**config.mk**
```make
export PLATFORM = sky130hd
export DESIGN_NAME = fetch_mem_seq_flat
export DESIGN_NICKNAME = d
export VERILOG_FILES = /design/src/rtl/fetch_mem_seq_pkg.sv /design/src/rtl/fetch_mem_seq_if.sv /design/src/rtl/fetch_mem_seq_lat_counter.sv /design/src/rtl/fetch_mem_seq.sv /design/src/flat_wrapper.sv
export SDC_FILE = /design/constraint.sdc
export NUM_CORES = 1
export LEC_CHECK = 0
export CAP_MARGIN = 20
export CORE_MARGIN = 5
export CORE_UTILIZATION = 30
export DETAILED_ROUTE_END_ITERATION = 10
export GPL_ROUTABILITY_DRIVEN = 1
export PLACE_DENSITY = 0.55
export SYNTH_ARGS = -nofsm -noshare
export SYNTH_HDL_FRONTEND = slang
export SYNTH_HIERARCHICAL = 1
export SYNTH_SLANG_ARGS = --single-unit
```
**constraint.sdc**
```tcl
create_clock -name clock -period 2.5 [get_ports clock]
set_input_delay 0.5 -clock clock [delete_from_list [all_inputs] [get_ports clock]]
set_output_delay 0.5 -clock clock [all_outputs]
set_load 0.02 [all_outputs]
```
**src/rtl/fetch_mem_seq_pkg.sv**
```systemverilog
// Shared definitions for the 9-bit processor instruction sequencer.
// Latency: n/a (types and constants only).
// Backpressure: n/a.
package fetch_mem_seq_pkg;

    // Opcodes, instruction field III
    localparam logic [2:0] OP_MV   = 3'b000;
    localparam logic [2:0] OP_MVI  = 3'b001;
    localparam logic [2:0] OP_ADD  = 3'b010;
    localparam logic [2:0] OP_SUB  = 3'b011;
    localparam logic [2:0] OP_LD   = 3'b100;
    localparam logic [2:0] OP_ST   = 3'b101;
    localparam logic [2:0] OP_MVNZ = 3'b110;
    localparam logic [2:0] OP_ILL  = 3'b111;

    // Register index used as program counter
    localparam logic [2:0] REG_PC = 3'd7;

    // Legal memory read latency range (3-bit latency counter)
    localparam int MEM_LAT_MIN = 1;
    localparam int MEM_LAT_MAX = 7;

    typedef enum logic [3:0] {
        S_IDLE    = 4'd0,
        S_F_ADDR  = 4'd1,
        S_F_WAIT  = 4'd2,
        S_F_IR    = 4'd3,
        S_DECODE  = 4'd4,
        S_EXEC    = 4'd5,
        S_LD_ADDR = 4'd6,
        S_LD_WAIT = 4'd7,
        S_LD_DATA = 4'd8,
        S_ST_ADDR = 4'd9,
        S_ST_DATA = 4'd10,
        S_ST_WR   = 4'd11,
        S_MVNZ    = 4'd12,
        S_FIN     = 4'd13
    } state_e;

    // Registered control word driven by the sequencer
    typedef struct packed {
        logic [2:0] reg_out_sel;
        logic       reg_out_en;
        logic [2:0] reg_in_sel;
        logic       reg_in_en;
        logic       din_out;
        logic       addr_in;
        logic       dout_in;
        logic       w_d;
        logic       incr_pc;
        logic       ir_in;
        logic       exec_start;
        logic       done;
        logic       illegal;
        logic       busy;
    } ctrl_t;

    // Clamp a requested latency into the counter's legal range
    function automatic int clamp_lat(input int lat);
        if (lat < MEM_LAT_MIN) return MEM_LAT_MIN;
        if (lat > MEM_LAT_MAX) return MEM_LAT_MAX;
        return lat;
    endfunction

endpackage

```
**src/rtl/fetch_mem_seq_if.sv**
```systemverilog
// Sequencer <-> datapath control bundle (run/ir/status in, bus controls out).
// Latency: n/a (wires only).
// Backpressure: exec_start/exec_done handshake; the sequencer waits indefinitely.
interface fetch_mem_seq_if;
    logic       run;
    logic [8:0] ir;
    logic       g_nz;
    logic       exec_done;
    logic [2:0] reg_out_sel;
    logic       reg_out_en;
    logic [2:0] reg_in_sel;
    logic       reg_in_en;
    logic       din_out;
    logic       addr_in;
    logic       dout_in;
    logic       w_d;
    logic       incr_pc;
    logic       ir_in;
    logic       exec_start;
    logic       done;
    logic       illegal;
    logic       busy;

    modport master (
        input  run, ir, g_nz, exec_done,
        output reg_out_sel, reg_out_en, reg_in_sel, reg_in_en,
               din_out, addr_in, dout_in, w_d, incr_pc, ir_in,
               exec_start, done, illegal, busy
    );

    modport slave (
        output run, ir, g_nz, exec_done,
        input  reg_out_sel, reg_out_en, reg_in_sel, reg_in_en,
               din_out, addr_in, dout_in, w_d, incr_pc, ir_in,
               exec_start, done, illegal, busy
    );
endinterface

```
**src/rtl/fetch_mem_seq_lat_counter.sv**
```systemverilog
// 3-bit down-counter timing memory read latency (load, decrement, zero flag).
// Latency: zero flag reflects the registered count; load takes effect next cycle.
// Backpressure: none; decrement saturates at zero.
module fetch_mem_seq_lat_counter
    import fetch_mem_seq_pkg::*;
(
    input  logic       clock,
    input  logic       resetn,
    input  logic       load_i,
    input  logic [2:0] load_val_i,
    input  logic       dec_i,
    output logic       zero_o
);

    logic [2:0] cnt_q;
    logic [2:0] cnt_d;

    // Next count: load wins over decrement, decrement stops at zero
    always_comb begin
        cnt_d = cnt_q;
        if (load_i) begin
            cnt_d = load_val_i;
        end else if (dec_i && (cnt_q != 3'd0)) begin
            cnt_d = cnt_q - 3'd1;
        end
    end

    // Count register with synchronous active-high reset
    always_ff @(posedge clock) begin
        if (resetn) begin
            cnt_q <= 3'd0;
        end else begin
            cnt_q <= cnt_d;
        end
    end

    assign zero_o = (cnt_q == 3'd0);

endmodule

```
**src/rtl/fetch_mem_seq.sv**
```systemverilog
// Instruction fetch/decode sequencer; runs LD/ST/MVNZ, delegates MV/MVI/ADD/SUB.
// Latency: fetch+decode 4 cycles at MEM_LAT=1; LD/ST 8, MVNZ 6, illegal 5, delegated 5+k.
// Backpressure: waits in EXEC for exec_done with no timeout; run only sampled in IDLE/FIN.
module fetch_mem_seq
    import fetch_mem_seq_pkg::*;
#(
    parameter int         MEM_LAT = 1,
    parameter logic [2:0] PC_REG  = REG_PC
) (
    input  logic          clock,
    input  logic          resetn,
    fetch_mem_seq_if.master bus
);

    // Counter preload: the wait state lasts MEM_LAT cycles, leaving on zero
    localparam int         LAT_EFF  = clamp_lat(MEM_LAT);
    localparam logic [2:0] LAT_LOAD = 3'(LAT_EFF - 1);

    state_e     state_q, state_d;
    logic [2:0] x_q, x_d;
    logic [2:0] y_q, y_d;
    ctrl_t      ctrl_q, ctrl_d;

    logic       lat_load;
    logic       lat_dec;
    logic       lat_zero;
    logic [2:0] opcode;
    logic       mvnz_move;

    assign opcode = bus.ir[8:6];

    // Counter is preloaded on the address cycle and runs down in the wait state
    assign lat_load = (state_q == S_F_ADDR) || (state_q == S_LD_ADDR);
    assign lat_dec  = (state_q == S_F_WAIT) || (state_q == S_LD_WAIT);

    fetch_mem_seq_lat_counter u_lat (
        .clock      (clock),
        .resetn     (resetn),
        .load_i     (lat_load),
        .load_val_i (LAT_LOAD),
        .dec_i      (lat_dec),
        .zero_o     (lat_zero)
    );

    // Next state and operand latches
    always_comb begin
        state_d = state_q;
        x_d     = x_q;
        y_d     = y_q;
        case (state_q)
            S_IDLE:    if (bus.run) state_d = S_F_ADDR;
            S_F_ADDR:  state_d = S_F_WAIT;
            S_F_WAIT:  if (lat_zero) state_d = S_F_IR;
            S_F_IR:    state_d = S_DECODE;
            S_DECODE: begin
                x_d = bus.ir[5:3];
                y_d = bus.ir[2:0];
                case (opcode)
                    OP_MV, OP_MVI, OP_ADD, OP_SUB: state_d = S_EXEC;
                    OP_LD:   state_d = S_LD_ADDR;
                    OP_ST:   state_d = S_ST_ADDR;
                    OP_MVNZ: state_d = S_MVNZ;
                    OP_ILL:  state_d = S_FIN;
                    default: state_d = S_FIN;
                endcase
            end
            S_EXEC:    if (bus.exec_done) state_d = S_FIN;
            S_LD_ADDR: state_d = S_LD_WAIT;
            S_LD_WAIT: if (lat_zero) state_d = S_LD_DATA;
            S_LD_DATA: state_d = S_FIN;
            S_ST_ADDR: state_d = S_ST_DATA;
            S_ST_DATA: state_d = S_ST_WR;
            S_ST_WR:   state_d = S_FIN;
            S_MVNZ:    state_d = S_FIN;
            S_FIN:     state_d = bus.run ? S_F_ADDR : S_IDLE;
            default:   state_d = S_IDLE;
        endcase
    end

    // Control word for the state being entered, so outputs come straight from flops
    always_comb begin
        ctrl_d      = '0;
        ctrl_d.busy = (state_d != S_IDLE);
        case (state_d)
            S_F_ADDR: begin
                ctrl_d.reg_out_sel = PC_REG;
                ctrl_d.reg_out_en  = 1'b1;
                ctrl_d.addr_in     = 1'b1;
            end
            // PC bumps once, on entry to the wait, not on every wait cycle
            S_F_WAIT:  ctrl_d.incr_pc = (state_q != S_F_WAIT);
            S_F_IR:    ctrl_d.ir_in = 1'b1;
            S_EXEC:    ctrl_d.exec_start = (state_q != S_EXEC);
            S_LD_ADDR: begin
                ctrl_d.reg_out_sel = y_d;
                ctrl_d.reg_out_en  = 1'b1;
                ctrl_d.addr_in     = 1'b1;
            end
            S_LD_DATA: begin
                ctrl_d.din_out    = 1'b1;
                ctrl_d.reg_in_sel = x_d;
                ctrl_d.reg_in_en  = 1'b1;
            end
            S_ST_ADDR: begin
                ctrl_d.reg_out_sel = y_d;
                ctrl_d.reg_out_en  = 1'b1;
                ctrl_d.addr_in     = 1'b1;
            end
            S_ST_DATA: begin
                ctrl_d.reg_out_sel = x_d;
                ctrl_d.reg_out_en  = 1'b1;
                ctrl_d.dout_in     = 1'b1;
            end
            S_ST_WR:   ctrl_d.w_d = 1'b1;
            // Selects only; enables are qualified by g_nz while in MVNZ
            S_MVNZ: begin
                ctrl_d.reg_out_sel = y_d;
                ctrl_d.reg_in_sel  = x_d;
            end
            S_FIN: begin
                ctrl_d.done    = 1'b1;
                // DECODE only jumps straight to FIN for the illegal opcode
                ctrl_d.illegal = (state_q == S_DECODE);
            end
            default: ;
        endcase
    end

    // Sequencer state, operand latches and registered control outputs
    always_ff @(posedge clock) begin
        if (resetn) begin
            state_q <= S_IDLE;
            x_q     <= 3'd0;
            y_q     <= 3'd0;
            ctrl_q  <= '0;
        end else begin
            state_q <= state_d;
            x_q     <= x_d;
            y_q     <= y_d;
            ctrl_q  <= ctrl_d;
        end
    end

    assign mvnz_move = (state_q == S_MVNZ) && bus.g_nz;

    assign bus.reg_out_sel = ctrl_q.reg_out_sel;
    assign bus.reg_out_en  = ctrl_q.reg_out_en | mvnz_move;
    assign bus.reg_in_sel  = ctrl_q.reg_in_sel;
    assign bus.reg_in_en   = ctrl_q.reg_in_en | mvnz_move;
    assign bus.din_out     = ctrl_q.din_out;
    assign bus.addr_in     = ctrl_q.addr_in;
    assign bus.dout_in     = ctrl_q.dout_in;
    assign bus.w_d         = ctrl_q.w_d;
    assign bus.incr_pc     = ctrl_q.incr_pc;
    assign bus.ir_in       = ctrl_q.ir_in;
    assign bus.exec_start  = ctrl_q.exec_start;
    assign bus.done        = ctrl_q.done;
    assign bus.illegal     = ctrl_q.illegal;
    assign bus.busy        = ctrl_q.busy;

endmodule

```
**src/flat_wrapper.sv**
```systemverilog
// flat-port wrapper written by rule: the top's interface ports become plain ports
module fetch_mem_seq_flat import fetch_mem_seq_pkg::*;
#(
    parameter int         MEM_LAT = 1,
    parameter logic [2:0] PC_REG  = REG_PC
)
  (clock, resetn, bus_run, bus_ir, bus_g_nz, bus_exec_done, bus_reg_out_sel, bus_reg_out_en, bus_reg_in_sel, bus_reg_in_en, bus_din_out, bus_addr_in, bus_dout_in, bus_w_d, bus_incr_pc, bus_ir_in, bus_exec_start, bus_done, bus_illegal, bus_busy);
  fetch_mem_seq_if bus_i ();
  input  logic clock;
  input  logic resetn;
  input wire logic [$bits(bus_i.run)-1:0] bus_run;
  input wire logic [$bits(bus_i.ir)-1:0] bus_ir;
  input wire logic [$bits(bus_i.g_nz)-1:0] bus_g_nz;
  input wire logic [$bits(bus_i.exec_done)-1:0] bus_exec_done;
  output wire logic [$bits(bus_i.reg_out_sel)-1:0] bus_reg_out_sel;
  output wire logic [$bits(bus_i.reg_out_en)-1:0] bus_reg_out_en;
  output wire logic [$bits(bus_i.reg_in_sel)-1:0] bus_reg_in_sel;
  output wire logic [$bits(bus_i.reg_in_en)-1:0] bus_reg_in_en;
  output wire logic [$bits(bus_i.din_out)-1:0] bus_din_out;
  output wire logic [$bits(bus_i.addr_in)-1:0] bus_addr_in;
  output wire logic [$bits(bus_i.dout_in)-1:0] bus_dout_in;
  output wire logic [$bits(bus_i.w_d)-1:0] bus_w_d;
  output wire logic [$bits(bus_i.incr_pc)-1:0] bus_incr_pc;
  output wire logic [$bits(bus_i.ir_in)-1:0] bus_ir_in;
  output wire logic [$bits(bus_i.exec_start)-1:0] bus_exec_start;
  output wire logic [$bits(bus_i.done)-1:0] bus_done;
  output wire logic [$bits(bus_i.illegal)-1:0] bus_illegal;
  output wire logic [$bits(bus_i.busy)-1:0] bus_busy;
  assign bus_i.run = bus_run;
  assign bus_i.ir = bus_ir;
  assign bus_i.g_nz = bus_g_nz;
  assign bus_i.exec_done = bus_exec_done;
  assign bus_reg_out_sel = bus_i.reg_out_sel;
  assign bus_reg_out_en = bus_i.reg_out_en;
  assign bus_reg_in_sel = bus_i.reg_in_sel;
  assign bus_reg_in_en = bus_i.reg_in_en;
  assign bus_din_out = bus_i.din_out;
  assign bus_addr_in = bus_i.addr_in;
  assign bus_dout_in = bus_i.dout_in;
  assign bus_w_d = bus_i.w_d;
  assign bus_incr_pc = bus_i.incr_pc;
  assign bus_ir_in = bus_i.ir_in;
  assign bus_exec_start = bus_i.exec_start;
  assign bus_done = bus_i.done;
  assign bus_illegal = bus_i.illegal;
  assign bus_busy = bus_i.busy;
  fetch_mem_seq #(.MEM_LAT(MEM_LAT), .PC_REG(PC_REG)) u_core (.clock(clock), .resetn(resetn), .bus(bus_i));
endmodule
```
# Yosys cells after proc, flatten, opt, wreduce, memory -nomap -nowiden
# Memory sizes are Yosys's and may differ from the RTL's.
# Cells that the tools add are included.
# Widths: inputs -> output; s select.
[totals]
mem_bits_ro = 32
ff_bits = 31
n_memories = 1
[op_classes]
n_addsub = 1
n_reduce_logical = 18
mux = 16
bitwise_logic = 6
eq_ne = 26
[mem_list]
columns = ["name", "words", "word_bits", "read_ports", "rd_clocked_by_memory_dff", "wr", "line_no", "text"]
rows = [
  ["(name not given)", 8, 4, 1, 0, 0, "fetch_mem_seq.sv:58", "case (opcode)"],
]
[ops]
columns = ["op", "count"]
rows = [
  ["$eq 4x4->1 const B", 12],
  ["$pmux 4 s12", 1],
  ["$eq 4x3->1 const B", 6],
  ["$eq 4x2->1 const B", 4],
  ["$mux 4", 4],
  ["$reduce_or 2->1", 6],
  ["$pmux 3 s3", 1],
  ["$reduce_or 3->1", 3],
  ["$eq 4x1->1 const B", 2],
  ["$mux 1", 6],
  ["$mux 3", 2],
  ["$logic_not 4->1", 1],
  ["$mux 2", 2],
  ["$ne 4x2->1 const B", 1],
  ["$ne 4x3->1 const B", 1],
  ["$not 1->1", 4],
  ["$reduce_bool 4->1", 1],
  ["$reduce_or 4->1", 1],
  ["$logic_not 3->1", 1],
  ["$reduce_bool 3->1", 1],
  ["$sub 3x1->3 const B", 1],
  ["$logic_and 1x1->1", 2],
  ["$logic_or 1x1->1", 2],
  ["$or 1x1->1", 2],
]

# Depth between registers and ports, before layout
# Gate-level depths: netlist of the first run.
[depth]
depth_word = 7
depth_mapped = 10
ltp_nobuf = 9

# Hierarchy
# The synthesis of the first run kept the hierarchy.
[modules_own_cells]
columns = ["mod", "area_per_inst_um2", "cells_each", "instances", "seq_area_each_um2"]
rows = [
  ["fetch_mem_seq", 1248.7, 137, 1, 540.5],
  ["fetch_mem_seq_lat_counter", 182.7, 21, 1, 60.1],
]

# Worst setup path before layout of the first run
# Ideal clock, no wire load.
[synth_timing]
kind = "register to register"
start = "register u_core.u_lat.cnt_q[0]"
end = "register u_core.ctrl_q, in the netlist u_core/bus.incr_pc"
period_less_slack_ns = 1.815
t_arrival_ns = 1.727
stages_incl_launch_ff = 11
setup_time_ns = 0.087
path_buffers = 1
setup_slack_ns = 0.685
cell_sequence = "dfxtp_1 inv_1 ha_1 ha_1 nand2_1 a221oi_1 a31oi_1 or2_1 buf_2 nor2_1 nor4b_2"
[synth_via]
elab_chain_len = 6
word_cells_on_any_way = 7
classes_between = "1 x eq/ne; 3 x mux; 1 x bitwise; 2 x reduce/logical"
[synth_lines]
columns = ["item", "line_no", "text"]
rows = [
  ["from (decl)", "fetch_mem_seq_lat_counter.sv:15", "logic [2:0] cnt_q;"],
  ["from (signal assigned)", "fetch_mem_seq_lat_counter.sv:33", "cnt_q <= cnt_d;"],
  ["$logic_not 3->1 *", "fetch_mem_seq_lat_counter.sv:37", "assign zero_o = (cnt_q == 3'd0);"],
  ["net u_core.lat_zero", "fetch_mem_seq.sv:26", "logic lat_zero;"],
  ["$mux 4 (on tied branches)", "fetch_mem_seq.sv:69, fetch_mem_seq.sv:53", ""],
  ["$pmux 4 s12 *", "fetch_mem_seq.sv:50", "case (state_q)"],
  ["$eq 4x2->1 *", "fetch_mem_seq.sv:84", "case (state_d)"],
  ["$not 1->1 (no source line) *", "-", ""],
  ["$reduce_or 2->1 (no source line) *", "-", ""],
  ["to (signal assigned)", "fetch_mem_seq.sv:140", "ctrl_q <= ctrl_d;"],
  ["to (decl)", "fetch_mem_seq.sv:22", "ctrl_t ctrl_q, ctrl_d;"],
]
# The timed path passes the listed nets; every way through them passes the cells marked *.
# A chain may end at the register's enable or synchronous reset.

# Worst setup path in the final report of the first run
[layout_timing]
start = "register u_core.state_q[0]"
end = "output bus_reg_in_en"
[layout_via]
elab_chain_len = 3
[layout_lines]
columns = ["item", "line_no", "text"]
rows = [
  ["from (decl)", "fetch_mem_seq.sv:19", "state_e state_q, state_d;"],
  ["from (signal assigned)", "fetch_mem_seq.sv:137", "state_q <= state_d;"],
  ["$eq 4x4->1", "fetch_mem_seq.sv:144", "assign mvnz_move = (state_q == S_MVNZ) && bus.g_nz;"],
  ["$logic_and 1x1->1", "fetch_mem_seq.sv:144", ""],
  ["$or 1x1->1", "fetch_mem_seq.sv:149", "assign bus.reg_in_en = ctrl_q.reg_in_en | mvnz_move;"],
  ["to (decl)", "flat_wrapper.sv:18", "output wire logic [$bits(bus_i.reg_in_en)-1:0] bus_reg_in_en;"],
]
# No other way between the ends.

==> run metrics, run 1 <==
Slew Limit Fails=0; clock root buffer=clkbuf_8; Final Hold Viols=0; Register Area=601 um^2; Routed wire per std cell=14.2 um; Tmin final=2.36 ns; Max rail drop VDD=0.465 mV; cell area after synthesis=0.00143 mm^2; Post-synth EDFFs=0; number of global-route vias before repair=1203; total gr overflow=0; Static Leak=0.702 nW; Primary FF master, synth=dfxtp_1; num ports=32; largest net degree at the start of global routing=17; Area Overhead vs Synth=30.5%; ANT cells=0; total chip power=0.00222 W; Resized cells post-CTS=0; CTS buffer count=5; PD cells=1190 mW/mm^2; Worst Hold Class=reg -> reg; sequential share of the synthesized area=42.0%; area occupied by multi-input gates=723 um^2; hold depth=2; postcts setup bufs=0; Cells after Synth=158; number of synthesis warnings=6; WL final=3440 um; clk_lat worst skew=0.27 ns; CTS H-tree lvls=2; DR pass1 iterations=4; Internal=0.00136 W; ys async rst share=0%; hpwl dp=2660 um; fillcell total=477; setup TNS=0 ns; Gate power share=47.7%; worst-case hold slack=0.485 ns; mean area per synthesized cell=9.06 um^2; nets=204; first-pass GRT wire length=5570 um; Die W=79.1 um; CP endpoint kind=primary output; CP Class=reg -> out; port buffer count=31; WP data required=2.00 ns; maximum root-to-sink buffer count=2; R2R cell count=9; residual DRC count=0; Switching Fraction=38.9%; setup violators final=0; fmax=423 MHz; total global-route track usage=11.5%; Final Cycle Share=94.5%; Net Sw Power=0.000863 W; layout cell share with drive strength beyond 1=9.52%; crit start category=register; via count=1191; count of cell types in the netlist=44; RSZ-0062 raised after global routing=no; Worst Clk Skew=0.00920 ns; Clock power frac=20.9%; drt first-iter violations=82; Max FO, Critical Path=13; initial core utilization=30.5%; Vias/cell=4.90; outcome=finished clean; core region area=0.00469 mm^2; Die ar.=0.00625 mm^2; clock slew at reported path FFs=0.06 ns; FF+latch count, synth=30; hold buffers post-CTS=0; initial antenna violation count=0; Worst EP arrival=1.86 ns; Sequential Power Share=31.3%; Num Clock Sinks=30; Placer Congestion=0.857; die extent in y=79.1 um; # rows=25; TritonCTS clock tree=done; ANT nets after route=0; max-cap violations=0
[cell families after synthesis]
group	share of synthesized area, %
other	0.262
adders and majority gates	1.75
buffers and inverters	8.48
AOI/OAI and AO/OA	15.6
and+or+nand+nor	23.9
muxes	5.59
DFF	42.0
xor gates and xnor gates	2.45
[power groups by stage]
stage	clock, W	combinational, W	sequential, W
2_1_floorplan	0	0.000778	0.000693
3_3_place_gp	0	0.00105	0.000702
3_5_place_dp	0	0.00106	0.000705
4_1_cts	0.000476	0.00106	0.000697
5_1_grt	0.000500	0.00116	0.000713
6_report	0.000464	0.00106	0.000695
[cells in the final DEF (no fill, tap or decap), drive strengths merged, types with 3 or more instances in the layout]
cell type and count:
o21ai 4, nor2b 3, and2b 3, nor3 4, buf 4, nand3 3, xnor2 3, o21a 3
inv 8, conb 3, dfxtp 30, clkdlybuf4s50 31, a31oi 6, a21oi 3, nor2 23, o22ai 4
mux2i 8, nand2 9, nand2b 3, clkbuf 7
[registers in the layout (all words and copies together), names as in the netlist, 2 cells and up]
signal                  count
u_core/bus.reg_in_sel       3
u_core/bus.reg_out_sel      3
u_core/ctrl_q               2
u_core/state_q              4
u_core/u_lat/cnt_q          3
u_core/x_q                  3
u_core/y_q                  3
[layer usage]
layer | track usage [%] | routed length (um) | vias up | share of wire [%]
li1 | - | - | 602 | -
met1 | 13.7 | 1620 | 548 | 47
met2 | 18.3 | 1560 | 32 | 45
met3 | 4.42 | 171 | 9 | 5.0
met4 | 5.15 | 87 | 0 | 2.5
met5 | 0 | 0 | - | 0
[metrics by stage]
stage | utilization [%] | instance area (um^2) | worst slack [ns] | cells
after CTS | 39.8 | 1870 | 0.116 | 243
after detailed placement | 37.5 | 1760 | 0.222 | 235
after floorplan | - | 1440 | 0.685 | 160
final | 39.8 | 1870 | 0.139 | 243
after global routing | 39.8 | 1870 | 0.0532 | 243
after global placement | 37.5 | 1760 | 0.198 | 235
[path summary, 6_finish.rpt]
| check | from | endpoint | slack, ns |
|---|---|---|---|
| max reg2reg | u_core/u_lat/cnt_q[0]$_SDFFE_PP0P_ | u_core/bus.incr_pc$_SDFF_PP0_ | 0.32 |
| min | u_core/y_q[2]$_SDFF_PP0_ | u_core/y_q[2]$_SDFF_PP0_ | 0.49 |
| min reg2reg | u_core/y_q[2]$_SDFF_PP0_ | u_core/y_q[2]$_SDFF_PP0_ | 0.49 |
| max | u_core/state_q[0]$_SDFF_PP0_ | bus_reg_in_en | 0.14 |
[final cells by class]
type / instances / area share (%)
timing repair buffer: 35 / 18.2
clock inverter: 1 / 1.61
sequential: 30 / 32.2
multi-input combinational: 108 / 38.7
clock buffer: 7 / 4.09
inverter: 8 / 1.61
tap: 54 / 3.62
[worst max-delay path, cell delays in order, from the launching register on]
cell and delay, ns:
dfxtp_1 0.44, nor2_1 0.32, a41o_1 0.22, clkdlybuf4s50_1 0.60
[cells in the mapped netlist, drive strengths merged (3+ instances only)]
master / instances / share of area [%]
o21ai: 4 / 1.4
dfxtp: 30 / 42
nor3: 4 / 2.2
buf: 12 / 5.9
nand2b: 3 / 1.8
o21a: 3 / 1.6
xnor2: 3 / 1.8
o22ai: 4 / 1.7
inv: 8 / 2.1
and2b: 3 / 1.6
mux2i: 8 / 5.6
nor2b: 3 / 1.3
nor2: 23 / 6.2
nand3: 3 / 1.0
a31oi: 6 / 2.6
a21oi: 3 / 1.0
nand2: 9 / 2.4
Power figures use the tool's default switching activity.
==> inputs of run 2 (changes only) <==
Settings changed: CAP_MARGIN 20 to 15, CTS_BUF_LIST from default to sky130_fd_sc_hd__clkbuf_4 sky130_fd_sc_hd__clkbuf_8.
==> run metrics, run 2 (synthesized netlist as in run 1, its figures left out) <==
maximum root-to-sink buffer count=2 (unchanged); hpwl dp=2660 um (unchanged); Tmin final=2.37 ns (+0.00799 ns); core region area=0.00469 mm^2 (unchanged); max reg flops=4 (unchanged); TritonCTS clock tree=done; CTS H-tree lvls=2 (unchanged); ANT nets after route=0 (unchanged); Max rail drop VDD=0.465 mV (about the same); commonest non-fill, non-tap cell in the layout=clkdlybuf4s50_1; first-pass GRT wire length=5580 um (+0.25%); WL final=3440 um (unchanged); clk_lat worst skew=0.27 ns (about the same); Worst Clk Skew=0.00925 ns (+0.0000520 ns); Resized cells post-CTS=0 (unchanged); initial antenna violation count=0 (unchanged); setup TNS=0 ns (unchanged); CP endpoint kind=primary output; ANT cells=0 (unchanged); layout cell share with drive strength beyond 1=10.6% (+1.1 points); Crit path max-delay family=buffers and inverters; Die ar.=0.00625 mm^2 (unchanged); max-cap violations=0 (unchanged); Area Overhead vs Synth=31.0%; CP max stage cell=clkdlybuf4s50_1; Static Leak=0.709 nW (+0.97%); port buffer count=31 (unchanged); # rows=25 (unchanged); via count=1190 (-0.084%); die extent in y=79.1 um (unchanged); Placer Congestion=0.857 (unchanged); total global-route track usage=11.5% (+0.024 points); hold buffers post-CTS=0 (unchanged); Die W=79.1 um (unchanged); DR pass1 iterations=4 (unchanged); Num Clock Sinks=30 (unchanged); Slew Limit Fails=0 (unchanged); total gr overflow=0 (unchanged); Cell Chain, Critical Path=nor2_1 -> a41o_1 -> clkdlybuf4s50_1; largest net degree at the start of global routing=17 (unchanged); CTS buffer count=5 (unchanged); WP data required=2.00 ns (about the same); Final Cycle Share=94.8% (+0.32 points); setup violators final=0 (unchanged); RSZ-0062 raised after global routing=no; num ports=32 (unchanged); Vias/cell=4.90 (about the same); nets=204 (unchanged); Final Hold Viols=0 (unchanged); total chip power=0.00224 W (+1.1%); fmax=422 MHz (-0.34%); crit start category=register; CP bufs+invs=1 (unchanged); Max FO, Critical Path=13 (unchanged); Biggest register=u_core/state_q; clock slew at reported path FFs=0.06 ns (about the same); drt first-iter violations=96 (+17%); number of global-route vias before repair=1203 (unchanged); initial core utilization=30.5% (unchanged); Routed wire per std cell=14.2 um (unchanged); outcome=finished clean; Worst EP arrival=1.87 ns (about the same); CP Class=reg -> out; PD cells=1200 mW/mm^2 (+0.66%); Worst Hold Class=reg -> reg; residual DRC count=0 (unchanged); slowest stage delay, CP=0.60 ns (about the same); clock root buffer=clkbuf_8; postcts setup bufs=0 (unchanged); most frequent cells in the layout=clkdlybuf4s50_1 (31), dfxtp_1 (30), nor2_1 (22), nand2_1 (9)
==> run 2: path summary, 6_finish.rpt <==
| check | start | endpoint | slack, ns | cells past startpoint |
|---|---|---|---|---|
| worst max-delay path | u_core/state_q[0]$_SDFF_PP0_ | bus_reg_in_en | 0.13 | 3 |
| worst min-delay path | u_core/y_q[2]$_SDFF_PP0_ | u_core/y_q[2]$_SDFF_PP0_ | 0.49 | 2 |
| worst max register to register | u_core/u_lat/cnt_q[0]$_SDFFE_PP0P_ | u_core/bus.incr_pc$_SDFF_PP0_ | 0.31 | 9 |
| worst min register to register | u_core/y_q[2]$_SDFF_PP0_ | u_core/y_q[2]$_SDFF_PP0_ | 0.49 | 2 |
==> run 2: routing by layer <==
| metal | up-vias | part of all wire, % | track usage [%] |
|---|---|---|---|
| li1 | 600 | - | - |
| met1 | 545 | 47 | 13.7 |
| met2 | 36 | 45 | 18.4 |
| met3 | 9 | 5.6 | 4.42 |
| met4 | 0 | 2.4 | 5.15 |
| met5 | - | 0 | 0 |
==> run 2: layout make-up <==
type	instances	area, um^2
fillers	476	2820
multi-input cells	108	723
flip-flops and latches	30	601
repair buffers	35	340
clock buffers	7	83.8
well taps	54	67.6
clock inverters	1	30.0
inverters	8	30.0
==> run 2: metrics by stage <==
stage	utilization, %	setup slack (ns)	instance area (um^2)	std cells	hold WS, ns
floorplan	-	0.685	1440	160	0.449
global placement	37.5	0.198	1760	235	0.478
detailed placement	37.5	0.222	1760	235	0.483
CTS	40.0	0.116	1880	243	0.495
global route	40.0	0.0529	1880	243	0.531
finish	40.0	0.131	1880	243	0.485
==> run 2: tightest hold or removal path, stage by stage (launching register included) <==
cell     delay, ns
dfxtp_1       0.30
mux2i_1       0.07
nor2_1        0.08
==> run 2: power breakdown <==
part / internal (W) / switching (W)
clock network: 0.000319 / 0.000168
registers: 0.000596 / 0.0000996
logic: 0.000463 / 0.000597
